--- src/rtl/counter_pkg.sv ---
// Shared constants and parameter-legality check for the up/down counter family.
package counter_pkg;

    localparam logic CNT_MODE_WRAP = 1'b0;
    localparam logic CNT_MODE_SAT  = 1'b1;

    // True when WIDTH is in 2..32 and MODULUS fits in 2..2**WIDTH.
    function automatic bit params_ok(input int width, input longint modulus);
        if (width < 2 || width > 32)
            return 1'b0;
        if (modulus < 2 || modulus > (longint'(1) << width))
            return 1'b0;
        return 1'b1;
    endfunction

endpackage

--- src/rtl/counter_next_val.sv ---
// Combinational step for the counter: next value one step up or down within
// 0..MODULUS-1, plus a flag when the step lands on a range boundary.
module counter_next_val
    import counter_pkg::*;
#(
    parameter int     WIDTH   = 4,
    parameter longint MODULUS = 16
) (
    input  logic [WIDTH-1:0] q,
    input  logic             up_down,
    input  logic             sat,
    output logic [WIDTH-1:0] q_next,
    output logic             hit
);

    localparam logic [WIDTH:0] MAXV = (WIDTH+1)'(MODULUS - 1);
    localparam logic [WIDTH:0] ONE  = (WIDTH+1)'(1);

    logic [WIDTH:0] qx;
    logic [WIDTH:0] nx;

    // One spare bit keeps q+1 at the top of a full-range counter exact.
    always_comb begin
        qx  = {1'b0, q};
        nx  = qx;
        hit = 1'b0;
        if (up_down) begin
            if (qx == MAXV) begin
                hit = 1'b1;
                nx  = (sat == CNT_MODE_SAT) ? qx : '0;
            end else begin
                nx  = qx + ONE;
            end
        end else begin
            if (qx == '0) begin
                hit = 1'b1;
                nx  = (sat == CNT_MODE_SAT) ? qx : MAXV;
            end else begin
                nx  = qx - ONE;
            end
        end
        q_next = WIDTH'(nx);
    end

endmodule

--- src/rtl/updown_counter_mod.sv ---
// Parametrised up/down counter with modulus, wrap/saturate, load, clear,
// boundary decodes, terminal-count pulse and sticky overflow.
module updown_counter_mod
    import counter_pkg::*;
#(
    parameter int     WIDTH   = 4,
    parameter longint MODULUS = 16
) (
    input  logic             clk,
    input  logic             clr,
    input  logic             sclr,
    input  logic             en,
    input  logic             up_down,
    input  logic             sat,
    input  logic             load,
    input  logic [WIDTH-1:0] load_val,
    output logic [WIDTH-1:0] q,
    output logic             at_max,
    output logic             at_zero,
    output logic             tc,
    output logic             ovf
);

    if (!params_ok(WIDTH, MODULUS)) begin : g_bad_params
        $error("updown_counter_mod: illegal WIDTH/MODULUS combination");
    end

    localparam logic [WIDTH:0] MAXV = (WIDTH+1)'(MODULUS - 1);

    logic [WIDTH-1:0] q_p0;
    logic             tc_p0;
    logic             ovf_p0;
    logic [WIDTH-1:0] step_q;
    logic             step_hit;
    logic [WIDTH-1:0] load_q;

    counter_next_val #(
        .WIDTH   (WIDTH),
        .MODULUS (MODULUS)
    ) u_next (
        .q       (q_p0),
        .up_down (up_down),
        .sat     (sat),
        .q_next  (step_q),
        .hit     (step_hit)
    );

    // Out-of-range load values clamp to the top of the count range.
    assign load_q = ({1'b0, load_val} > MAXV) ? WIDTH'(MAXV) : load_val;

    // Stage p0: count register, terminal-count pulse, sticky overflow.
    always_ff @(posedge clk or posedge clr) begin
        if (clr) begin
            q_p0   <= '0;
            tc_p0  <= 1'b0;
            ovf_p0 <= 1'b0;
        end else if (sclr) begin
            q_p0   <= '0;
            tc_p0  <= 1'b0;
            ovf_p0 <= 1'b0;
        end else if (load) begin
            q_p0   <= load_q;
            tc_p0  <= 1'b0;
        end else if (en) begin
            q_p0   <= step_q;
            tc_p0  <= step_hit;
            if (step_hit)
                ovf_p0 <= 1'b1;
        end else begin
            tc_p0  <= 1'b0;
        end
    end

    assign q       = q_p0;
    assign tc      = tc_p0;
    assign ovf     = ovf_p0;
    assign at_max  = ({1'b0, q_p0} == MAXV);
    assign at_zero = (q_p0 == '0);

endmodule

--- config.mk ---
export PLATFORM = sky130hd
export DESIGN_NAME = updown_counter_mod
export DESIGN_NICKNAME = d
export VERILOG_FILES = /design/src/rtl/counter_pkg.sv /design/src/rtl/counter_next_val.sv /design/src/rtl/updown_counter_mod.sv
export SDC_FILE = /design/constraint.sdc
export NUM_CORES = 1
export LEC_CHECK = 0
export BUFFER_PORTS_ARGS = -buffer_cell sky130_fd_sc_hd__clkbuf_2
export CAP_MARGIN = 20
export CORE_AREA = 2 2 39 41
export DETAILED_ROUTE_END_ITERATION = 16
export DIE_AREA = 0 0 41 43
export PLACE_DENSITY_LB_ADDON = 0.25
export SKIP_LAST_GASP = 1
export SLEW_MARGIN = 20
export SYNTH_ARGS = -nofsm -noshare
export SYNTH_HDL_FRONTEND = slang
export SYNTH_SLANG_ARGS = --single-unit
--- constraint.sdc ---
create_clock -name clk -period 3.1 [get_ports clk]
set_clock_uncertainty 0.05 [all_clocks]
set_input_delay 0.31 -clock clk [delete_from_list [all_inputs] [get_ports clk]]
set_output_delay 0.31 -clock clk [all_outputs]
set_load 0.01 [all_outputs]
==> reports/results.ini, run 1 <==
[run_status]
status=finished, final reports clean

[floorplanning]
ios=19
dieWidth_um=41
start_util_pct=37.7
coreArea_um2=1380
die_height_um=43
std_cell_rows=14
dieArea_um2=1760

[power]
ir_drop_mv=0.139
p_leak_nw=0.335
powerDensity_nw_per_um2=387
finalPower_mw=0.245

[route]
ant_nets=0
vias=536
routedWlPerCell_um=12.1
first_pass_iters=4
drt_iter0_drc=14
vias_per_cell=5.64
drc=0
totalWireLength_um=1150

[timing]
relSlewSlack_pct=74.1
layout_min_cycle_time_ns=1.99
post-route-period-util_pct=64.3
setup_ws_ns=1.11
hold_viol=0
rsz0062_at_grt=no
finalSetupViolCount=0
tns_ns=0
hold_slack_ns=0.249
max_freq_mhz=502
maxSlewViolCount=0
worst_pin_slew_ns=0.387

[yosys]
async_reset_ff_share_pct=100
yosys_warnings=0
synth_cells=61
seq_area_frac_synth_pct=28.8
synth-seq-cells=6
synth_nets=74
syn_area_um2=522
ys_types=33
synth-edff-count=0
synth_ff_type=dfrtp_1
avgSynthCellArea_um2=8.55

[min_path]
hp-class=input pin to register

[placed_design]
gp_congestion=0.822
place_inst=91
dp_hpwl_um=894
post-place-ws_ns=1.12
io_buffer_count=18
placed_area_um2=601

[clock_tree]
cts-root-buf=clkbuf_4
cts.path.max_buffers=2
clk_pin_slew_ns=0.04
cts.repair.resized=0
cts_buffers=3
htreeDepth=1
clk_latency_ns=0.23
cts_tree=built
cts.sinks=6

[cells_and_area]
stdcell_count=95
layout.nets=94
syn2layout_area_growth_pct=21.3
drive_gt1_share_pct=30.4
design_area_um2=633
fillers=154
antenna_cells=0
final_util_pct=45.8

[global_routing]
grt_first_pass_wirelength_um=1900
grt_usage_pct=15.6
grt_pass1_vias=487
grt_overflow=0
antenna_found_initial=0
grt_max_degree=13

[setup_path]
worst_setup_path_end_kind=register
criticalPathCategory=register to register
required_ns=3.16
cp.arrival_ns=2.05
crit_path_start_kind=register
path_max_fanout=8

[run]
cap_violations=0

-- area by class of cell --
cell class	instances	area [µm²]	share of cell area, %
sequential	6	150	23.7
tap	16	20.0	3.16
clock buffer	3	22.5	3.56
multi-input combinational	45	318	50.2
inverter	6	22.5	3.56
timing repair buffer	19	100	15.8
-- repair_timing --
| action | in CTS | in global routing |
|---|---|---|
| endpoints found under the hold margin | 6 | 0 |
| hold buffers | 1 | 0 |
| setup buffers | 0 | 0 |
-- cell families (layout without fill, tap and decap cells) --
logic type	count (synthesis)	in the layout	share of synthesized area (%)
buffers and inverters	10	28	10.3
multiplexers	2	2	3.84
AO/OA/AOI/OAI	19	19	26.6
adder cells (fa/ha/maj)	2	2	4.80
flip-flops	6	6	28.8
XOR/XNOR	1	1	1.68
AND/OR/NAND/NOR	21	21	24.0
-- registers in the layout, summed over array words and instances (netlist names) --
name  cells
tc        1
ovf       1
q         4
-- power by group --
part | switching (mW) | leakage, nW | internal, mW
Clock | 0.0244 | 0.0138 | 0.0435
Combinational | 0.0403 | 0.242 | 0.0380
Sequential | 0.0136 | 0.0794 | 0.0849
-- worst max-delay path, stage by stage (launching register included) --
cell      delay (ns)
dfrtp_1         0.45
inv_1           0.13
ha_1            0.23
or4b_4          0.48
a21bo_1         0.19
a211oi_1        0.25
a211oi_1        0.07
-- cell usage after synthesis (2+ instances only) --
master    n  area [µm²]
o311ai_0  2        17.5
nor2_1    3        11.3
a31oi_1   3        18.8
a211oi_1  2        15.0
o21ai_0   2        10.0
nand2_1   6        22.5
ha_1      2        25.0
buf_6     2        22.5
inv_1     5        18.8
mux2i_1   2        20.0
nand2b_1  3        18.8
a21oi_1   3        15.0
dfrtp_1   6         150
-- final timing paths --
| kind | startpoint | end | slack [ns] | cells past startpoint |
|---|---|---|---|---|
| setup / recovery | q[0] | q[3] | 1.11 | 6 |
| hold / removal | sclr | q[3] | 0.25 | 2 |
| setup reg to reg | q[0] | q[3] | 1.11 | 6 |
| hold reg to reg | ovf | ovf | 0.42 | 1 |
| max in group asynchronous | clr | q[3] | 2.35 | 3 |
| min in group asynchronous | clr | q[2] | 0.47 | 3 |
-- cells in the final DEF, fill, tap and decap left out, types with 2 or more instances in the layout --
cell type	synthesis	routed
o311ai_0	2	2
clkbuf_2	0	18
mux2i_1	2	2
nand2b_1	3	3
a21oi_1	3	3
ha_1	2	2
clkbuf_4	0	3
dfrtp_1	6	6
inv_1	5	5
nand2_1	6	6
o21ai_0	2	2
a211oi_1	2	2
nor2_1	3	3
a31oi_1	3	3
-- layer usage --
layer,track usage (%),up-vias,wire length (µm)
li1,-,263,-
met2,23.4,24,567
met1,21.3,249,525
met3,1.57,0,57
met5,0,-,0
met4,7.33,0,0
(Power assumes the default switching activity.)
==> inputs of run 2 (changes only) <==
Clock period 3.1 ns to 2 ns, I/O delays scaled along.
==> run 2 against run 1 <==
Total power is 63% higher. First-iteration DRC count rose by 36%. Via count is 0.56% lower. Worst setup slack lost 0.97 ns. Sequential power up 47%. Global-route usage grew 0.57 points. Combinational power increased by 82%. Sequential share of layout area decreased by 1.1 points. Non-clock buffer count grew 4. Sequential cell count unchanged. Routed wire length is 7.9% higher. Critical path type unchanged. Critical endpoint unchanged. Largest power group unchanged.
==> reports/results.ini, run 2 (same netlist as run 1, synthesis figures left out) <==
[timing]
rsz0062_at_grt=no  ; unchanged
layout_min_cycle_time_ns=1.86  ; was 1.99 ns
relSlewSlack_pct=75.1  ; was 74.1%
tns_ns=0  ; unchanged
hold_viol=0  ; unchanged
maxSlewViolCount=0  ; unchanged
max_freq_mhz=538  ; was 502 MHz
setup_ws_ns=0.140  ; was 1.11 ns
worst_pin_slew_ns=0.372  ; was 0.387 ns
post-route-period-util_pct=93.0  ; was 64.3%
finalSetupViolCount=0  ; unchanged

[setup_path]
worst_setup_path_end_kind=register  ; unchanged
r2r_start=q[1]  ; was q[0]
path_max_fanout=6  ; was 8
r2r_cells=6  ; unchanged
required_ns=2.06  ; was 3.16 ns
crit_path_start_kind=register  ; unchanged
cp.arrival_ns=1.92  ; was 2.05 ns
reg2reg_to=q[3]  ; unchanged
crit_start=q[1]  ; was q[0]
rrSetupSlack_ns=0.14  ; was 1.11 ns
criticalPathCategory=register to register  ; unchanged

[power]
ir_drop_mv=0.189  ; was 0.139 mV
powerDensity_nw_per_um2=600  ; was 387 nW/µm²
p_leak_nw=0.356  ; was 0.335 nW

[global_routing]
antenna_found_initial=0  ; unchanged
grt_overflow=0  ; unchanged
grt_pass1_vias=429  ; was 487
grt_usage_pct=16.1  ; was 15.6%
grt_first_pass_wirelength_um=1920  ; was 1900 µm
grt_max_degree=11  ; was 13

[cells_and_area]
layout.nets=98  ; was 94
drive_gt1_share_pct=33.7  ; was 30.4%
seq_area_um2=150  ; unchanged
fillers=144  ; was 154
largest_reg_flops=4  ; unchanged
final_cell_mix=clkbuf_2 (18), nand2_1 (6), dfrtp_1 (6)  ; unchanged
antenna_cells=0  ; unchanged
final_common_cell=clkbuf_2  ; unchanged
multi_input_area_um2=318  ; unchanged
syn2layout_area_growth_pct=27.1  ; was 21.3%

[run_status]
status=finished, final reports clean  ; unchanged

[floorplanning]
dieArea_um2=1760  ; unchanged
coreArea_um2=1380  ; unchanged
start_util_pct=37.7  ; unchanged
dieWidth_um=41  ; unchanged
die_height_um=43  ; unchanged
std_cell_rows=14  ; unchanged
ios=19  ; unchanged

[run]
cap_violations=0  ; unchanged

[route]
vias_per_cell=5.38  ; was 5.64
totalWireLength_um=1240  ; was 1150 µm
first_pass_iters=4  ; unchanged
vias=533  ; was 536
routedWlPerCell_um=12.5  ; was 12.1 µm
drc=0  ; unchanged
ant_nets=0  ; unchanged
drt_iter0_drc=19  ; was 14

[clock_tree]
cts_setup_buffers=0  ; unchanged
clk_latency_ns=0.24  ; was 0.23 ns
cts_tree=built  ; unchanged
clk_pin_slew_ns=0.05  ; was 0.04 ns
cts.repair.resized=0  ; unchanged
cts-root-buf=clkbuf_4  ; unchanged
cts.path.max_buffers=2  ; unchanged
cts_buffers=3  ; unchanged
cts.sinks=6  ; unchanged
htreeDepth=1  ; unchanged

[min_path]
min_from=sclr  ; unchanged
holdPathStages=2  ; unchanged
worstHoldEndpoint=q[3]  ; unchanged
hp-class=input pin to register  ; unchanged

[placed_design]
gp_congestion=0.914  ; was 0.822
io_buffer_count=18  ; unchanged
post-place-ws_ns=0.171  ; was 1.12 ns
dp_hpwl_um=987  ; was 894 µm

[run 2: changes by cell type in the layout (fill, tap and decap cells not counted)]
cell   delta
buf_4     +4
[run 2: area by class of cell]
type                            instances  share of cell area, %
Timing Repair Buffer                   23                   19.6
Multi-Input combinational cell         45                   47.9
Clock buffer                            3                   3.40
Tap cell                               16                   3.02
Sequential cell                         6                   22.6
Inverter                                6                   3.40
[run 2: worst max-delay path by stage]
stage                 to  slack (ns)  cells after the start
floorplan           q[3]        0.14                      6
global placement    q[3]        0.18                      6
detailed placement  q[0]        0.17                      7
CTS                 q[3]        0.14                      6
global route        q[0]        0.04                      7
finish              q[3]        0.14                      6
[run 2: routing by layer]
| metal | vias to the layer above | GRT usage, % | wire (µm) |
|---|---|---|---|
| met5 | - | 0 | 0 |
| met4 | 0 | 10.0 | 0 |
| met3 | 0 | 0 | 101 |
| met2 | 25 | 22.2 | 600 |
| met1 | 239 | 24.1 | 539 |
| li1 | 269 | - | - |
[run 2: report_power, final]
group	internal (mW)	switching (mW)
sequential	0.132	0.0137
clock	0.0677	0.0414
combinational	0.0698	0.0736
[run 2: critical path: stages, from the launching register on]
cell and delay [ns]:
dfrtp_1 0.43, clkinv_1 0.10, ha_1 0.16, or4b_4 0.47, a21bo_1 0.20, a211oi_1 0.25, a211oi_1 0.08
[run 2: what timing repair did]
action | 4_1_cts | 5_1_grt
hold buffers | 1 | 0
endpoints found under the hold margin | 6 | 0
endpoints found under the setup margin | 0 | 0
[run 2: per-stage QoR]
step / cell area [µm²] / cells / utilization (%) / total power, mW / hold WS (ns)
2_1_floorplan: 522 / 61 / - / 0.239 / -0.0590
3_3_place_gp: 631 / 95 / 45.6 / 0.287 / 0.0502
3_5_place_dp: 631 / 95 / 45.6 / 0.289 / 0.0590
4_1_cts: 663 / 99 / 47.9 / 0.405 / 0.127
5_1_grt: 663 / 99 / 47.9 / 0.424 / 0.141
6_report: 663 / 99 / 47.9 / 0.398 / 0.135
==> inputs of run 3 (changes only) <==
Settings changed: BUFFER_PORTS_ARGS -buffer_cell sky130_fd_sc_hd__clkbuf_2 to -buffer_cell sky130_fd_sc_hd__buf_4, REMOVE_ABC_BUFFERS set to 1.
==> run 3 against run 2 <==
Count of clock-buffer cells in the layout did not move. Critical path type unchanged. Via count rose by 4.1%. Highest routed layer is now met4. Clock power rose by 8%. Core utilization rose by 3.4 points. Register-to-register slack got worse by 0.03 ns. Final cell count did not move.
==> reports/results.ini, run 3 (same netlist as run 1, synthesis figures left out) <==
[clock_tree]
cts.sinks=6  ; unchanged
cts.path.max_buffers=2  ; unchanged
cts-root-buf=clkbuf_4  ; unchanged
clk_latency_ns=0.25  ; was 0.24 ns
clk_pin_slew_ns=0.05  ; about the same
htreeDepth=1  ; unchanged
cts_buffers=3  ; unchanged
cts_tree=built  ; unchanged
cts_setup_buffers=0  ; unchanged

[global_routing]
grt_pass1_vias=520  ; was 429
grt_max_degree=12  ; was 11
grt_overflow=0  ; unchanged
grt_first_pass_wirelength_um=2120  ; was 1920 µm
antenna_found_initial=0  ; unchanged
grt_usage_pct=17.7  ; was 16.1%

[floorplanning]
die_height_um=43  ; unchanged
coreArea_um2=1380  ; unchanged
dieWidth_um=41  ; unchanged
dieArea_um2=1760  ; unchanged
std_cell_rows=14  ; unchanged
ios=19  ; unchanged
start_util_pct=37.7  ; unchanged

[timing]
relSlewSlack_pct=71.4  ; was 75.1%
rsz0062_at_grt=no  ; unchanged
maxSlewViolCount=0  ; unchanged
hold_viol=0  ; unchanged
layout_min_cycle_time_ns=1.89  ; was 1.86 ns
hold_slack_ns=0.0988  ; was 0.135 ns
post-route-period-util_pct=94.5  ; was 93.0%
max_freq_mhz=529  ; was 538 MHz
finalSetupViolCount=0  ; unchanged
setup_ws_ns=0.110  ; was 0.140 ns
worst_pin_slew_ns=0.424  ; was 0.372 ns
tns_ns=0  ; unchanged

[setup_path]
path_common_cell=a211oi_1  ; unchanged
path_cells=inv_1, ha_2, or4b_4, a21bo_1, a211oi_1, a211oi_1  ; was clkinv_1, ha_1, or4b_4, a21bo_1, a211oi_1, a211oi_1
critPathTopFamily=compound AO/OA/AOI/OAI gates  ; unchanged
critPathBufInv=1  ; unchanged
slowest_delay_ns=0.47  ; about the same
criticalPathCategory=register to register  ; unchanged
cp.arrival_ns=1.96  ; was 1.92 ns
required_ns=2.07  ; was 2.06 ns
worst_setup_path_end_kind=register  ; unchanged
crit_path_start_kind=register  ; unchanged
cp_slowest_cell=or4b_4  ; unchanged
path_max_fanout=5  ; was 6

[placed_design]
post-place-ws_ns=0.105  ; was 0.171 ns
place_inst=95  ; unchanged
placed_area_um2=676  ; was 631 µm²
gp_congestion=0.852  ; was 0.914
io_buffer_count=18  ; unchanged
dp_hpwl_um=1010  ; was 987 µm

[route]
totalWireLength_um=1350  ; was 1240 µm
vias=555  ; was 533
drc=0  ; unchanged
drt_iter0_drc=20  ; was 19
routedWlPerCell_um=13.7  ; was 12.5 µm
first_pass_iters=4  ; unchanged
ant_nets=0  ; unchanged
vias_per_cell=5.61  ; was 5.38

[cells_and_area]
antenna_cells=0  ; unchanged
drive_gt1_share_pct=34.9  ; was 33.7%
final_common_cell=buf_4  ; was clkbuf_2
final_util_pct=51.4  ; was 47.9%
final_cell_mix=buf_4 (22), nand2_1 (6), dfrtp_1 (6)  ; was clkbuf_2 (18), nand2_1 (6), dfrtp_1 (6)
layout.nets=98  ; unchanged
design_area_um2=711  ; was 663 µm²
syn2layout_area_growth_pct=36.2  ; was 27.1%
largest_reg_flops=4  ; unchanged
stdcell_count=99  ; unchanged

[power]
powerDensity_nw_per_um2=594  ; was 600 nW/µm²
ir_drop_mv=0.187  ; was 0.189 mV
power_frac_comb_pct=39.0  ; was 36.1%
pwr-share-seq_pct=33.1  ; was 36.5%
finalPower_mw=0.422  ; was 0.398 mW
p_clk_share_pct=27.9  ; was 27.4%
p_sw_mw=0.139  ; was 0.129 mW
swShare_pct=32.8  ; was 32.3%
p_int_mw=0.284  ; was 0.269 mW
p_leak_nw=0.367  ; was 0.356 nW

[run]
cap_violations=0  ; unchanged

[min_path]
hp-class=input pin to register  ; unchanged

[run_status]
status=finished, final reports clean  ; unchanged

run 3: changes by cell type in the layout (fill, tap and decap cells not counted), sizes merged:
cell	previous run	this run
clkbuf	21	3
buf	4	22
run 3: power groups by stage:
stage	Combinational (mW)	Clock, mW	Sequential [mW]
floorplan	0.0730	0	0.153
global placement	0.159	0	0.141
detailed placement	0.160	0	0.141
CTS	0.163	0.120	0.139
global route	0.181	0.122	0.140
finish	0.165	0.118	0.140
run 3: final timing paths:
kind | start | endpoint | slack, ns | depth (start not counted)
max | q[0] | q[3] | 0.11 | 6
min | sclr | q[3] | 0.1 | 2
max reg2reg | q[0] | q[3] | 0.11 | 6
min reg2reg | ovf | ovf | 0.44 | 1
max in group asynchronous | clr | q[2] | 1.34 | 3
min in group asynchronous | clr | q[1] | 0.37 | 3
run 3: what timing repair did:
action	CTS	global route
gates resized for setup	0	1
hold endpoints to repair	6	0
hold buffers	1	0
setup endpoints to repair	0	1
run 3: layer usage:
layer | share of wire, % | wire length, µm | global-route usage (%) | up-vias
met5 | 0 | 0 | 0 | -
met4 | 3.6 | 49 | 14.0 | 0
met3 | 3.0 | 40 | 0 | 4
met2 | 52 | 707 | 26.6 | 17
met1 | 41 | 554 | 22.8 | 267
li1 | - | - | - | 267
run 3: final cells by class:
cell class	count	area, µm²
sequential	6	150
timing repair buffer	23	175
tap	16	20.0
clock buffer	3	22.5
fill	151	673
multi-input combinational	45	320
inverter	6	22.5
run 3: worst reg2reg max path, cell delays in order (launching register included):
cell	delay (ns)
dfrtp_1	0.38
inv_1	0.11
ha_2	0.22
or4b_4	0.47
a21bo_1	0.19
a211oi_1	0.25
a211oi_1	0.09
